## config.mk

```make
export PLATFORM = sky130hd
export DESIGN_NAME = arb_2t_burst_xfer
export DESIGN_NICKNAME = d
export VERILOG_FILES = /design/src/rtl/arb_2t_burst_xfer.sv
export SDC_FILE = /design/constraint.sdc
export NUM_CORES = 1
export LEC_CHECK = 0
export BUFFER_PORTS_ARGS = -buffer_cell sky130_fd_sc_hd__buf_4
export CORE_AREA = 5 5 70 78
export CTS_BUF_LIST = sky130_fd_sc_hd__clkbuf_4
export DETAILED_ROUTE_END_ITERATION = 8
export DIE_AREA = 0 0 75 83
export HOLD_SLACK_MARGIN = 0.06
export PLACE_DENSITY_LB_ADDON = 0.05
export SLEW_MARGIN = 40
export SYNTH_ARGS = -nofsm -noshare
export SYNTH_HDL_FRONTEND = slang
export SYNTH_SLANG_ARGS = --single-unit
```

## constraint.sdc

```tcl
create_clock -name clk -period 2.1 [get_ports clk]
set_input_delay 0.105 -clock clk [delete_from_list [all_inputs] [get_ports clk]]
set_output_delay 0.105 -clock clk [all_outputs]
set_load 0.05 [all_outputs]
```

## src/rtl/arb_2t_burst_xfer.sv

```systemverilog
// Burst transfer stage behind the two-tier arbiter: latches the granted source as owner,
// forwards its beats combinationally and locks the arbiter until the owner's last beat.
module arb_2t_burst_xfer #(
    parameter int N         = 4,
    parameter int IDX_W     = 2,
    parameter int DATA_W    = 32,
    parameter int MAX_BEATS = 16,
    parameter int BEAT_W    = 5
) (
    input  logic                clk,
    input  logic                rst_n,
    input  logic                granted,
    input  logic [IDX_W-1:0]    grant_index,
    input  logic [N-1:0]        src_valid,
    input  logic [N*DATA_W-1:0] src_data,
    input  logic [N-1:0]        src_last,
    output logic [N-1:0]        src_ready,
    output logic [N-1:0]        lock,
    output logic                out_valid,
    output logic [DATA_W-1:0]   out_data,
    output logic                out_last,
    output logic [IDX_W-1:0]    out_owner,
    input  logic                out_ready,
    output logic                busy,
    output logic                err_overrun,
    input  logic                err_clr
);

    typedef enum logic {
        IDLE = 1'b0,
        XFER = 1'b1
    } state_t;

    state_t              state, state_next;
    logic [IDX_W-1:0]    owner, owner_next;
    logic [BEAT_W-1:0]   beat_cnt, beat_cnt_next;
    logic                err_next;
    logic [DATA_W-1:0]   sel_data;
    logic                sel_valid;
    logic                sel_last;
    logic                grant_ok;
    logic                beat_xfer;

    // Owner's lane is selected with a compare loop so any N works, not just powers of two.
    always_comb begin
        sel_data  = '0;
        sel_valid = 1'b0;
        sel_last  = 1'b0;
        for (int i = 0; i < N; i++) begin
            if (owner == IDX_W'(i)) begin
                sel_data  = src_data[i*DATA_W +: DATA_W];
                sel_valid = src_valid[i];
                sel_last  = src_last[i];
            end
        end
    end

    assign grant_ok  = granted && (32'(grant_index) < N);
    assign beat_xfer = (state == XFER) && sel_valid && out_ready;

    always_comb begin
        state_next    = state;
        owner_next    = owner;
        beat_cnt_next = beat_cnt;
        err_next      = err_overrun & ~err_clr;
        busy          = 1'b0;
        lock          = '0;
        src_ready     = '0;
        out_valid     = 1'b0;
        out_data      = sel_data;
        out_last      = sel_last;
        out_owner     = owner;

        case (state)
            IDLE: begin
                if (grant_ok) begin
                    owner_next    = grant_index;
                    beat_cnt_next = '0;
                    state_next    = XFER;
                end
            end
            XFER: begin
                busy             = 1'b1;
                lock[owner]      = 1'b1;
                src_ready[owner] = out_ready;
                out_valid        = sel_valid;
                if (beat_xfer) begin
                    if (sel_last) begin
                        state_next    = IDLE;
                        beat_cnt_next = '0;
                    end else begin
                        // Overrun is only flagged; the burst keeps running until its last beat.
                        if (beat_cnt == BEAT_W'(MAX_BEATS - 1))
                            err_next = 1'b1;
                        if (beat_cnt != '1)
                            beat_cnt_next = beat_cnt + 1'b1;
                    end
                end
            end
            default: state_next = IDLE;
        endcase
    end

    always_ff @(posedge clk) begin
        if (!rst_n) begin
            state       <= IDLE;
            owner       <= '0;
            beat_cnt    <= '0;
            err_overrun <= 1'b0;
        end else begin
            state       <= state_next;
            owner       <= owner_next;
            beat_cnt    <= beat_cnt_next;
            err_overrun <= err_next;
        end
    end

endmodule

```

==> flow_summary.toml <==
[place]
dpl.cell_count = 356
globalplace.congestion = 0.855
dp_slack_ns = 0.294
port_buffers = 188
dpl.hpwl_mm = 6.50

[timing]
period_needed_ns = 1.91
setup_viol = 0
rsz0062_at_grt = "no"
worstMarginPinSlew_ns = 0.423
setup_slack_ns = 0.189
max-slew-margin-rel_pct = 71.6
finalSetupTns_ns = 0
finalMaxSlewViolations = 0
period_share_pct = 91.0
fin_skew_ns = 0.00247
hold_slack_ns = 0.0972
max_freq_mhz = 523
finalHoldViolations = 0

[setup_path]
required_ns = 2.00
crit_type = "reg2out"
crit_path_start_kind = "flip-flop"
end_kind = "output port"
arrival_ns = 1.81
critPathMaxFanout = 20

[final_layout]
final_nets = 451
drive_gt1_share_pct = 78.3
final_common_cell = "buf_4"
antenna_cells = 0
final_cell_mix = "buf_4, mux4_2, nand2_1, dfxtp_1, nand2b_1"
utilization_pct = 64.0
multiInputGateArea_mm2 = 0.00119
nFillCells = 385
syn2layout_area_growth_pct = 107
final_cells = 360
regArea_um2 = 183

[global_routing]
grt_overflow = 0
grt_pass1_vias = 1882
grt_max_degree = 25
grt_pass1_wl_mm = 10.6
grt_use_total_pct = 22.1
antenna_found_initial = 0

[synth]
yosys_warnings = 0
ys_ff_latch = 9
synth_cell_types = 31
syn-instance-count = 120
syn_area_per_cell_um2 = 11.8
synth_area_mm2 = 0.00142
seq_area_frac_synth_pct = 12.7
syn_nets = 266

[floorplan]
dieHeight_um = 83
io_pins = 189
die_area_mm2 = 0.00623
core_area_mm2 = 0.00459
core.rowCount = 26
start_util_pct = 30.9
die_x_um = 75

[clock_tree]
holdBufCountCts = 0
post_cts_resized = 0
cts_sinks = 9
cts_tree = "yes"
cts_max_level = 1
cts_root_buf = "clkbuf_4"
clock_latency_ns = 0.26
clkTransAtPathRegs_ns = 0.06
post_cts_buffers = 0
cts_buffers = 3
cts.path.max_buffers = 2

[power_and_ir_drop]
p_leak_nw = 1.36
pwr_density_cell_mw_per_mm2 = 396
ir_drop_mv = 0.402

[run_status]
status = "complete, no violations"

[detailed_routing]
vias_per_cell = 5.19
drc = 0
routed_wl_mm = 7.38
ant_nets = 0
drtPass1Iterations = 4
avgRoutedWirePerCell_um = 20.5
drtIter0Drc = 46
num_vias = 1870

[worst_hold_path]
min-delay-path-class = "in2reg"

[run]
drv_cap = 0
## area by class of cell
class,instances,share of cell area [%]
clock buffers,4,1.02
inverters,1,0.128
well taps,56,2.39
multi-input cells,98,40.7
repair buffers,192,49.6
flip-flops and latches,9,6.23
## stage by stage
step | total power, mW | area [um2]
after floorplan | 0.670 | 1440
after global routing | 1.22 | 2930
after detailed placement | 1.03 | 2900
after CTS | 1.18 | 2930
final | 1.16 | 2930
after global placement | 1.01 | 2900
## layer usage
metal | part of all wire [%] | vias up | track usage [%]
met2 | 56 | 85 | 42.0
met4 | 2.6 | 0 | 5.99
li1 | - | 870 | -
met5 | 0 | - | 0
met3 | 11 | 19 | 5.80
met1 | 31 | 896 | 22.7
## where the power goes
part / leakage, nW / switching, mW / internal, mW
registers: 0.0739 / 0.00957 / 0.175
logic: 1.26 / 0.441 / 0.389
clock network: 0.0184 / 0.0618 / 0.0862
total: 1.36 / 0.512 / 0.651
## state kept, by name (all words and copies together) (netlist names)
name and flops:
state 1, out_owner 2, beat_cnt 5, err_overrun 1
## worst max-delay path: stages, from the launching register on
cell     delay (ns)
dfxtp_2        0.40
buf_4          0.37
mux4_2         0.56
buf_4          0.21
## final timing paths
path                                     end  slack [ns]           start  cells past startpoint
worst min-delay path            out_owner[1]         0.1  grant_index[1]                      3
worst max register to register   beat_cnt[1]        0.31     beat_cnt[0]                      7
worst max-delay path             out_data[8]        0.19    out_owner[0]                      3
worst min register to register   beat_cnt[1]        0.48     beat_cnt[1]                      2
## cells in the mapped netlist
| cell | n | share of area (%) |
|---|---|---|
| mux4_2 | 33 | 53 |
| nand2_1 | 14 | 3.7 |
| dfxtp_1 | 9 | 13 |
| clkbuf_1 | 5 | 1.3 |
| nand2b_1 | 5 | 2.2 |
| buf_2 | 4 | 1.4 |
| mux2i_1 | 4 | 2.8 |
| nand3_1 | 4 | 1.4 |
| a21boi_0 | 3 | 1.6 |
| and3_1 | 3 | 1.3 |
| ha_1 | 3 | 2.7 |
| nor3b_1 | 3 | 1.6 |
| o22ai_1 | 3 | 1.3 |
| and3b_1 | 2 | 1.2 |
| buf_1 | 2 | 0.53 |
| mux2_2 | 2 | 1.6 |
| nand3b_1 | 2 | 1.1 |
| nand4_1 | 2 | 0.88 |
| nor2_1 | 2 | 0.53 |
| nor2b_1 | 2 | 0.88 |
| o211ai_1 | 2 | 1.1 |
| o22a_1 | 2 | 1.2 |
| a21oi_1 | 1 | 0.35 |
| buf_6 | 1 | 0.80 |
| inv_1 | 1 | 0.26 |
| nor2_4 | 1 | 0.80 |
| nor3_1 | 1 | 0.35 |
| o2111ai_1 | 1 | 0.62 |
| o21ai_0 | 1 | 0.35 |
| o21ai_1 | 1 | 0.35 |
| or3_1 | 1 | 0.44 |
## logic make-up (layout without fill, tap and decap cells)
kind of cell / count (synthesis) / count (layout) / share of synthesized area, %
flip-flops: 9 / 9 / 12.7
adder cells (fa/ha/maj): 3 / 3 / 2.65
AO/OA/AOI/OAI: 14 / 14 / 6.90
buffers and inverters: 13 / 197 / 4.33
AND/OR/NAND/NOR: 42 / 42 / 16.4
multiplexers: 39 / 39 / 56.9
No activity file was read; power rests on OpenSTA's default activity.
